$ cat config.mk
export PLATFORM = sky130hd
export DESIGN_NAME = sa0_test_sequencer
export DESIGN_NICKNAME = d
export VERILOG_FILES = /design/src/rtl/sa0_test_sequencer.sv
export SDC_FILE = /design/constraint.sdc
export NUM_CORES = 1
export LEC_CHECK = 0
export ABC_AREA = 1
export CORE_MARGIN = 10
export CORE_UTILIZATION = 46
export CTS_CLUSTER_DIAMETER = 200
export DETAILED_ROUTE_END_ITERATION = 6
export GPL_TIMING_DRIVEN = 0
export PLACE_DENSITY = 0.79
export REMOVE_ABC_BUFFERS = 1
export SKIP_LAST_GASP = 1
export SYNTH_ARGS = -nofsm -noshare
export SYNTH_HDL_FRONTEND = slang
export SYNTH_SLANG_ARGS = --single-unit
$ cat constraint.sdc
create_clock -name clk -period 1.76 [get_ports clk]
set_input_delay 0.44 -clock clk [delete_from_list [all_inputs] [get_ports clk]]
set_output_delay 0.44 -clock clk [all_outputs]
set_load 0.01 [all_outputs]
$ cat src/rtl/sa0_test_sequencer.sv
// Sweeps BCD codes 0..9 into a converter under test and accumulates the
// stuck-at-0 flags returned by the checker into a per-sweep fault summary.
module sa0_test_sequencer #(
    parameter int unsigned SETTLE_CYCLES = 2
) (
    input  logic       clk,
    input  logic       rst_n,
    input  logic       start,
    input  logic [3:0] dut_q,
    output logic [3:0] chk_din,
    output logic [3:0] chk_q,
    input  logic [3:0] chk_sa0out,
    output logic       busy,
    output logic       done,
    output logic [3:0] fault_mask,
    output logic [3:0] fault_code_cnt,
    output logic [3:0] first_fail_code,
    output logic       first_fail_valid
);

    localparam logic [3:0] SETTLE_LOAD = 4'(SETTLE_CYCLES - 1);
    localparam logic [3:0] LAST_CODE   = 4'd9;

    typedef enum logic [2:0] {
        S_IDLE,
        S_APPLY,
        S_SETTLE,
        S_CAPTURE,
        S_CHECK,
        S_DONE
    } state_e;

    state_e     state_q, state_d;
    logic [3:0] code_q,  code_d;
    logic [3:0] cnt_q,   cnt_d;
    logic [3:0] cap_q,   cap_d;
    logic [3:0] mask_q,  mask_d;
    logic [3:0] nflt_q,  nflt_d;
    logic [3:0] ffc_q,   ffc_d;
    logic       ffv_q,   ffv_d;

    always_ff @(posedge clk or negedge rst_n) begin
        if (!rst_n) begin
            state_q <= S_IDLE;
            code_q  <= '0;
            cnt_q   <= '0;
            cap_q   <= '0;
            mask_q  <= '0;
            nflt_q  <= '0;
            ffc_q   <= '0;
            ffv_q   <= 1'b0;
        end else begin
            state_q <= state_d;
            code_q  <= code_d;
            cnt_q   <= cnt_d;
            cap_q   <= cap_d;
            mask_q  <= mask_d;
            nflt_q  <= nflt_d;
            ffc_q   <= ffc_d;
            ffv_q   <= ffv_d;
        end
    end

    always_comb begin
        state_d = state_q;
        code_d  = code_q;
        cnt_d   = cnt_q;
        cap_d   = cap_q;
        mask_d  = mask_q;
        nflt_d  = nflt_q;
        ffc_d   = ffc_q;
        ffv_d   = ffv_q;

        unique case (state_q)
            S_IDLE, S_DONE: begin
                if (start) begin
                    state_d = S_APPLY;
                    code_d  = '0;
                    mask_d  = '0;
                    nflt_d  = '0;
                    ffc_d   = '0;
                    ffv_d   = 1'b0;
                end
            end
            S_APPLY: begin
                state_d = S_SETTLE;
                cnt_d   = SETTLE_LOAD;
            end
            S_SETTLE: begin
                if (cnt_q == 4'd0) begin
                    state_d = S_CAPTURE;
                end else begin
                    cnt_d = cnt_q - 4'd1;
                end
            end
            S_CAPTURE: begin
                cap_d   = dut_q;
                state_d = S_CHECK;
            end
            S_CHECK: begin
                mask_d = mask_q | chk_sa0out;
                if (chk_sa0out != 4'd0) begin
                    // saturate rather than wrap; a legal sweep tops out at 10
                    if (nflt_q != 4'hf) begin
                        nflt_d = nflt_q + 4'd1;
                    end
                    if (!ffv_q) begin
                        ffc_d = code_q;
                        ffv_d = 1'b1;
                    end
                end
                if (code_q < LAST_CODE) begin
                    code_d  = code_q + 4'd1;
                    state_d = S_APPLY;
                end else begin
                    state_d = S_DONE;
                end
            end
            default: begin
                state_d = S_IDLE;
            end
        endcase
    end

    assign chk_din          = code_q;
    assign chk_q            = cap_q;
    assign busy             = (state_q != S_IDLE) && (state_q != S_DONE);
    assign done             = (state_q == S_DONE);
    assign fault_mask       = mask_q;
    assign fault_code_cnt   = nflt_q;
    assign first_fail_code  = ffc_q;
    assign first_fail_valid = ffv_q;

endmodule

# [Yosys cells after proc, flatten, opt, wreduce, memory -nomap -nowiden]
# Cells that the tools add are included.
[word_totals] register_bits=28 in_bits=11 out_inout_bits=23 elab_cells=61
[op_classes] addsub=3 n_lt_le_gt_ge=1 eq_ne=14 muxes=19 bitwise=1 n_reduce_logical=15
[op_table] cell="one-hot mux 4 bit (2 select lines)" count=5
[op_table] cell="two-way mux 4 bit" count=7
[op_table] cell="one-hot mux 3 bit (5 select lines)" count=1
[op_table] cell="inequality test 2 bit (second input constant)" count=7
[op_table] cell="two-way mux 3 bit" count=3
[op_table] cell="adder 4 x 1 -> 4 bit (second input constant)" count=2
[op_table] cell="AND reduction 4 bit" count=2
[op_table] cell="equality test 3 x 2 -> 1 bit (second input constant)" count=2
[op_table] cell="equality test 3 bit (second input constant)" count=2
[op_table] cell="AND reduction 2 bit" count=3
[op_table] cell="AND reduction 3 bit" count=2
[op_table] cell="zero test 4 bit" count=1
[op_table] cell="< comparator 4 bit (second input constant)" count=1
[op_table] cell="inequality test 4 bit (second input constant)" count=1
[op_table] cell="bitwise OR 4 bit" count=1
[op_table] cell="nonzero test 2 bit" count=2
[op_table] cell="nonzero test 4 bit" count=1
[op_table] cell="subtractor 4 x 1 -> 4 bit (second input constant)" count=1
[op_table] cell="equality test 3 x 1 -> 1 bit (second input constant)" count=1
[op_table] cell="zero test 3 bit" count=1
[op_table] cell="inequality test 3 bit (second input constant)" count=1
[op_table] cell="nonzero test 3 bit" count=1
[op_table] cell="two-way mux 1 bit" count=2
[op_table] cell="one-hot mux 1 bit (2 select lines)" count=1
[op_table] cell="2 further kinds" count=2

# [Logic depth before layout (Yosys ltp)]
# Gate-level depths: netlist of run 1.
[depth] ltp_word=4 ltp_mapped=8 depth_no_buf=8

# [Worst setup path before layout of run 1]
# No wires, ideal clock.
[synth_timing] path_kind="flip-flop to flip-flop" start="register code_q[0], in the netlist chk_din[0]" end="register code_q[3], in the netlist chk_din[3]" setup_ns=0.127 arrival_time_ns=1.160 required_ns=1.633 path_slack_ns=0.473 path_stages_with_launch=8 n_path_buf=0 synth_period_minus_slack_ns=1.287 path_cell_list="dfrtp_1 -> inv_1 -> ha_1 -> inv_1 -> o21ai_0 -> nor2_2 -> nor2_4 -> o21ai_0"
[synth_via] elab_chain_cells=3 word_cells_on_any_way=6 classes_between="add/sub: 1; order compare: 1; eq/ne: 1; mux: 2; reduce/logical: 1"
[synth_rtl] item="start, declared" line="34" source="logic [3:0] code_q, code_d;"
[synth_rtl] item="start signal, assigned" line="54" source="code_q <= code_d;"
[synth_rtl] item="adder 4 x 1 -> 4 bit / < comparator 4 bit (equally long branches)" line="113, 112"
[synth_rtl] item="two-way mux 4 bit / inequality test 2 bit (equally long branches)"
[synth_rtl] item="one-hot mux 4 bit (2 select lines) / AND reduction 3 bit (equally long branches)"
# Several ways; a longest one is shown, not always the timed one. The select of a mux whose other input is x is not followed.
# A chain may end at the register's enable or synchronous reset.

# [Worst setup path after layout of run 1]
[layout_timing] start="register code_q[1], in the netlist chk_din[1]" end="output chk_din[1]"
[layout_lines] item="end, declared" line="10" source="output logic [3:0] chk_din,"
# No word-level cell between the ends.

==> results.tsv, run 1 <==
stage	metric	value	unit
worst_setup_path	cp_cell_sequence	clkdlybuf4s50_1	
power	p_seq_frac	0.346	
power	cellLeakagePower	1.14	nW
layout	layout.area.seq	704	um2
layout	finalNonFillerCells	284	
route	drtAntennaViolNets	0	
power	p_sw	1.20	mW
layout	num-fill-cells	309	
power	powerDensity	1390	nW/um2
placement	placed_area	1920	um2
die	initial_core_util	0.474	
power	p_clk_frac	0.111	
power	pwr-share-comb	0.543	
worst_setup_path	endpoint_kind	output pin	
timing	fin_setup_tns	0	ps
synthesis	synth_cell_types	26	
layout	drive_above_1_share	0.189	
synthesis	synth.yosys.seq_area_share	0.447	
timing	fin_crit	1710	ps
placement	hpwl	2470	um
global_route	grt-ovfl-total	0	
die	placementRows	21	
global_route	grt_pass1_vias	1428	
route	num_vias	1339	
timing	setup_slack	54.7	ps
synthesis	synth-seq-cells	28	
power	p_sw_frac	0.418	
die	num_io_pins	34	
die	die-area	6150	um2
placement	pre_cts_ws	-261	ps
global_route	antenna_found_initial	0	
route	first_pass_iters	4	
worst_setup_path	cp_top_family	buffers and inverters	
timing	rsz0062_at_grt	true	
timing	hold_ws	104	ps
timing	fin_crit_sh	0.969	
timing	slew_viol_final	0	
synthesis	synth_top_area_share	0.447	
die	coreArea	3310	um2
cts	clk_pin_slew	150	ps
die	fp.dieH	78.4	um
synthesis	ys.warnings.count	0	
synthesis	syn_area	1570	um2
route	drc	0	
power	internal_power	1.67	mW
layout	final_cell_area	2070	um2
worst_setup_path	required	1320	ps
timing	hold_violations	0	
timing	skew	5.13	ps
worst_setup_path	worst-path-buf-inv	1	
synthesis	syn_area_per_cell	8.21	um2
worst_setup_path	crit_arrival	1270	ps
route	post_drt_wl_per_cell	12.1	um
route	drtIter0Drc	45	
cts	clkLatencyLatePin	330	ps
power	vdd_ir_drop_max	0.000712	V
placement	io_buffer_count	33	
run	cap_violations	0	
route	wirelength	3440	um
timing	fmax	586	MHz
cts	cts_buffers	3	
worst_setup_path	max_stage_delay	540	ps
placement	placed_cells	267	
cts	htreeDepth	1	
worst_setup_path	cp_max_fo	2	
cts	ctsHoldBuffers	0	
timing	setup_viol	0	
worst_setup_path	cp-start-kind	flip-flop	
layout	area_growth	32.0	%
placement	gp_congestion	0.784	
worst_setup_path	crit_type	flip-flop to output pin	
synthesis	yosysTopAreaCell	dfrtp_1	
cts	root_buffer	clkbuf_4	
layout	final_nets	255	
global_route	grt_max_degree	29	
cts	clk_path_buf_depth	2	
timing	relSlewSlack	0.577	
global_route	grt_pass1_wl	6220	um
layout	multi_input_area	746	um2
cts	cts.sinks	28	
min_path	hold_class	primary input to async pin	
global_route	grt_usage	0.121	
synthesis	netlist_instances	191	
die	die_w	78.4	um
synthesis	synth.area.top_cells	dfrtp_1 45%, nand2_1 11%, nand3_1 6.1%, nor2_1 6.0%, inv_1 4.8%	
route	via_per_inst	4.71	
worst_setup_path	cp_slowest_cell	clkdlybuf4s50_1	
cts	cts_tree	done	
timing	worst_pin_slew	634	ps
layout	antenna_cells	0	
outcome	status	completed	
==> power by group through the flow <==
stage               logic [mW]  registers (mW)  clock network [mW]
detailed placement        1.38            1.07                   0
finish                    1.56           0.995               0.320
CTS                       1.60           0.993               0.333
floorplan                0.824            1.10                   0
global route              1.76            1.02               0.355
global placement          1.35            1.07                   0
==> area by class of cell <==
class,count,area share
Clock buffer,4,0.0175
Inverter,23,0.0453
Multi-Input combinational cell,137,0.360
Sequential cell,28,0.340
Tap cell,46,0.0278
Timing Repair Buffer,46,0.209
==> flip-flops by register name, indices dropped and copies added, names as in the netlist <==
signal and count:
chk_q 4, chk_din 4, cnt_q 4, first_fail_code 4
first_fail_valid 1, fault_mask 4, state_q 3, fault_code_cnt 4
==> synth_stat cells <==
cell type / instances
a21oi_1: 1
a21oi_4: 1
buf_6: 3
dfrtp_1: 28
ha_1: 5
inv_1: 20
inv_2: 1
inv_4: 1
inv_6: 1
mux2_2: 4
nand2_1: 48
nand2_2: 6
nand2_4: 2
nand3_1: 19
nand4_1: 1
nor2_1: 25
nor2_2: 3
nor2_4: 1
nor2_8: 2
nor3_1: 1
o21a_1: 1
o21ai_0: 10
o21ai_1: 4
o22ai_1: 1
xnor2_1: 1
xor2_1: 1
==> worst paths after layout <==
check | from | end | slack (ps) | cells past startpoint
setup / recovery | chk_din[1] | chk_din[1] | 50 | 1
hold / removal | rst_n | cnt_q[0] | 100 | 1
setup reg to reg | state_q[0] | chk_din[3] | 120 | 8
hold reg to reg | first_fail_code[0] | first_fail_code[0] | 490 | 2
max in group asynchronous | rst_n | state_q[2] | 1210 | 1
min in group clk | first_fail_code[0] | first_fail_code[0] | 490 | 2
==> placed cells by master (no fill, tap or decap), drive strengths merged, types with 2 or more instances in the layout <==
cell	instances
nand2	56
nor2	31
dfrtp	28
inv	23
clkdlybuf4s50	22
nand3	19
buf	15
o21ai	14
dlymetal6s2s	8
ha	5
clkbuf	5
mux2	4
a21oi	2
==> cell families (layout without fill, tap and decap cells) <==
kind of cell / count (synthesis) / count (layout) / share of synthesized area
fa+ha+maj: 5 / 5 / 0.0399
simple gates: 108 / 108 / 0.325
flops: 28 / 28 / 0.447
xor+xnor: 2 / 2 / 0.0112
mux: 4 / 4 / 0.0287
buf+inv: 26 / 73 / 0.0813
compound gates: 18 / 18 / 0.0670
==> layer usage <==
metal  global-route usage  vias to the layer above  wire [um]
met5                    0                        -          0
met4               0.0394                        0         24
met3               0.0399                        4        137
met2                0.213                       19       1720
met1                0.134                      621       1560
li1                     -                      695          -
==> timing repair <==
action	in CTS	in global routing
setup endpoints to repair	8	19
cloned	0	0
buffers inserted	13	0
resized for setup	8	11
==> through the flow <==
step | power [mW] | util
finish | 2.88 | 0.625
global route | 3.14 | 0.625
CTS | 2.93 | 0.623
detailed placement | 2.45 | 0.581
global placement | 2.41 | 0.581
floorplan | 1.93 | -
No activity file was read; power rests on OpenSTA's default activity.
==> run 2, diff against run 1 <==
GPL_TIMING_DRIVEN = 1   (was 0)
==> results.tsv, run 2 (synthesized netlist as in run 1, its figures left out) <==
stage	metric	value	unit	change
worst_setup_path	crit_type	flip-flop to output pin		
die	initial_core_util	0.474		unchanged
worst_setup_path	required	1320	ps	about the same
cts	cts_buffers	3		unchanged
power	powerDensity	1370	nW/um2	-1.1%
timing	hold_violations	0		unchanged
global_route	grt_usage	0.113		-0.00846
die	die-area	6150	um2	unchanged
timing	relSlewSlack	0.818		+0.241
route	drtAntennaViolNets	0		unchanged
route	drc	0		unchanged
layout	final_nets	257		+0.78%
layout	layout_common_cells	48 x nand2_1, 26 x dfrtp_1, 25 x nor2_1, 25 x clkdlybuf4s50_1, 20 x inv_1		
timing	worst_pin_slew	272	ps	-362 ps
worst_setup_path	regToRegSetupSlack	230	ps	+110 ps
worst_setup_path	endpoint	busy		
layout	layout.area.seq	703	um2	-0.18%
route	num_vias	1346		+0.52%
global_route	antenna_found_initial	0		unchanged
die	die_w	78.4	um	unchanged
worst_setup_path	reg2reg_to	first_fail_valid		
layout	antenna_cells	0		unchanged
die	coreArea	3310	um2	unchanged
worst_setup_path	r2r-start	state_q[1]		
route	via_per_inst	4.72		+0.17%
run	cap_violations	0		unchanged
timing	fmax	585	MHz	-0.31%
worst_setup_path	cp_max_fo	3		+1
placement	io_buffer_count	33		unchanged
layout	area_growth	34.1	%	
power	p_sw	1.21	mW	+0.26%
timing	fin_crit	1710	ps	+5.24 ps
route	drtIter0Drc	106		+140%
layout	mostFrequentLayoutCell	nand2_1		
power	p_seq_frac	0.345		about the same
outcome	status	completed		
route	post_drt_wl_per_cell	11.9	um	-1.8%
placement	placed_area	1980	um2	+3.0%
route	wirelength	3390	um	-1.5%
power	vdd_ir_drop_max	0.000845	V	+19%
placement	gp_congestion	0.802		+2.3%
cts	cts_tree	done		
die	num_io_pins	34		unchanged
worst_setup_path	cp-start-kind	flip-flop		
global_route	grt_pass1_vias	1309		-8.3%
cts	htreeDepth	1		unchanged
timing	fin_crit_sh	0.972		+0.00298
timing	skew	5.29	ps	+0.165 ps
power	cellLeakagePower	1.14	nW	-0.63%
layout	multi_input_area	741	um2	-0.67%
worst_setup_path	endpoint_kind	output pin		
power	internal_power	1.68	mW	+0.60%
min_path	hold_class	primary input to async pin		
cts	clkLatencyLatePin	320	ps	about the same
die	fp.dieH	78.4	um	unchanged
worst_setup_path	crit_arrival	1270	ps	about the same
worst_setup_path	startpoint	state_q[1]		
worst_setup_path	rr_worst_depth	8		unchanged
global_route	grt_max_degree	27		-6.9%
power	p_clk_frac	0.091		-0.020
cts	cts.sinks	28		unchanged
layout	num-fill-cells	290		-6.1%
cts	clk_pin_slew	140	ps	about the same
power	pwr-share-comb	0.564		+0.021
global_route	grt-ovfl-total	0		unchanged
cts	clk_path_buf_depth	2		unchanged
power	total_power	2.89	mW	+0.46%
placement	hpwl	2570	um	+4.2%
power	p_sw_frac	0.417		-0.000810
cts	root_buffer	clkbuf_4		
global_route	grt_pass1_wl	5870	um	-5.6%
timing	setup_viol	0		unchanged
timing	slew_viol_final	0		unchanged
cts	ctsHoldBuffers	0		unchanged
layout	drive_above_1_share	0.176		-0.0133
die	placementRows	21		unchanged
route	first_pass_iters	6		+2
layout	final_cell_area	2100	um2	+1.6%
run 2: per-layer routing:
layer,routed length (um),vias up,track usage
met5,0,-,0
met4,11,0,0.0233
met3,178,2,0.0342
met2,1720,26,0.194
met1,1480,617,0.135
li1,-,701,-
run 2: worst max-delay path, cell delays in order (launching register included):
cell and delay (ps):
dfrtp_2 470, buf_12 140, a21oi_4 120, nand2_1 60, dlymetal6s2s_1 170
run 2: worst min-delay path by stage:
stage               slack (ps)                  to                from
floorplan                  140          chk_din[0]               rst_n
global placement           460  first_fail_code[0]  first_fail_code[0]
detailed placement         460  first_fail_code[0]  first_fail_code[0]
CTS                        300            chk_q[1]               rst_n
global route               290            chk_q[1]               rst_n
finish                     300            chk_q[1]               rst_n
run 2: final cells by class:
| type | count | area share |
|---|---|---|
| tap | 46 | 0.0274 |
| sequential | 28 | 0.334 |
| timing repair buffer | 48 | 0.231 |
| clock buffer | 3 | 0.0107 |
| multi-input combinational | 137 | 0.352 |
| inverter | 23 | 0.0446 |
run 2: power by group through the flow:
stage / clock network [mW] / logic (mW) / registers [mW]
after global routing: 0.296 / 1.82 / 1.03
final: 0.264 / 1.63 / 0.998
after floorplan: 0 / 0.824 / 1.10
after CTS: 0.266 / 1.58 / 1.01
after detailed placement: 0 / 1.51 / 1.03
after global placement: 0 / 1.48 / 1.03
run 2: timing repair:
item | in CTS | in global routing
setup endpoints to repair | 6 | 11
cloned | 0 | 0
resized for setup | 3 | 8
buffers inserted | 5 | 4
run 2: per-stage QoR:
step | std cells | hold slack, ps | util | setup slack [ps] | setup TNS [ps]
floorplan | 188 | 144 | - | 378 | 0
global placement | 273 | 456 | 0.598 | 97.6 | 0
detailed placement | 273 | 459 | 0.598 | 70.2 | 0
CTS | 281 | 297 | 0.617 | -242 | -242
global route | 285 | 285 | 0.635 | -5.32 | -7.53
finish | 285 | 296 | 0.635 | 49.4 | 0
==> run 3, diff against run 2 <==
ABC_CLOCK_PERIOD_IN_PS = 1760   (was unset)
==> results of run 3 <==
Same layout as run 2: the final DEF is identical, and so are final timing and power.
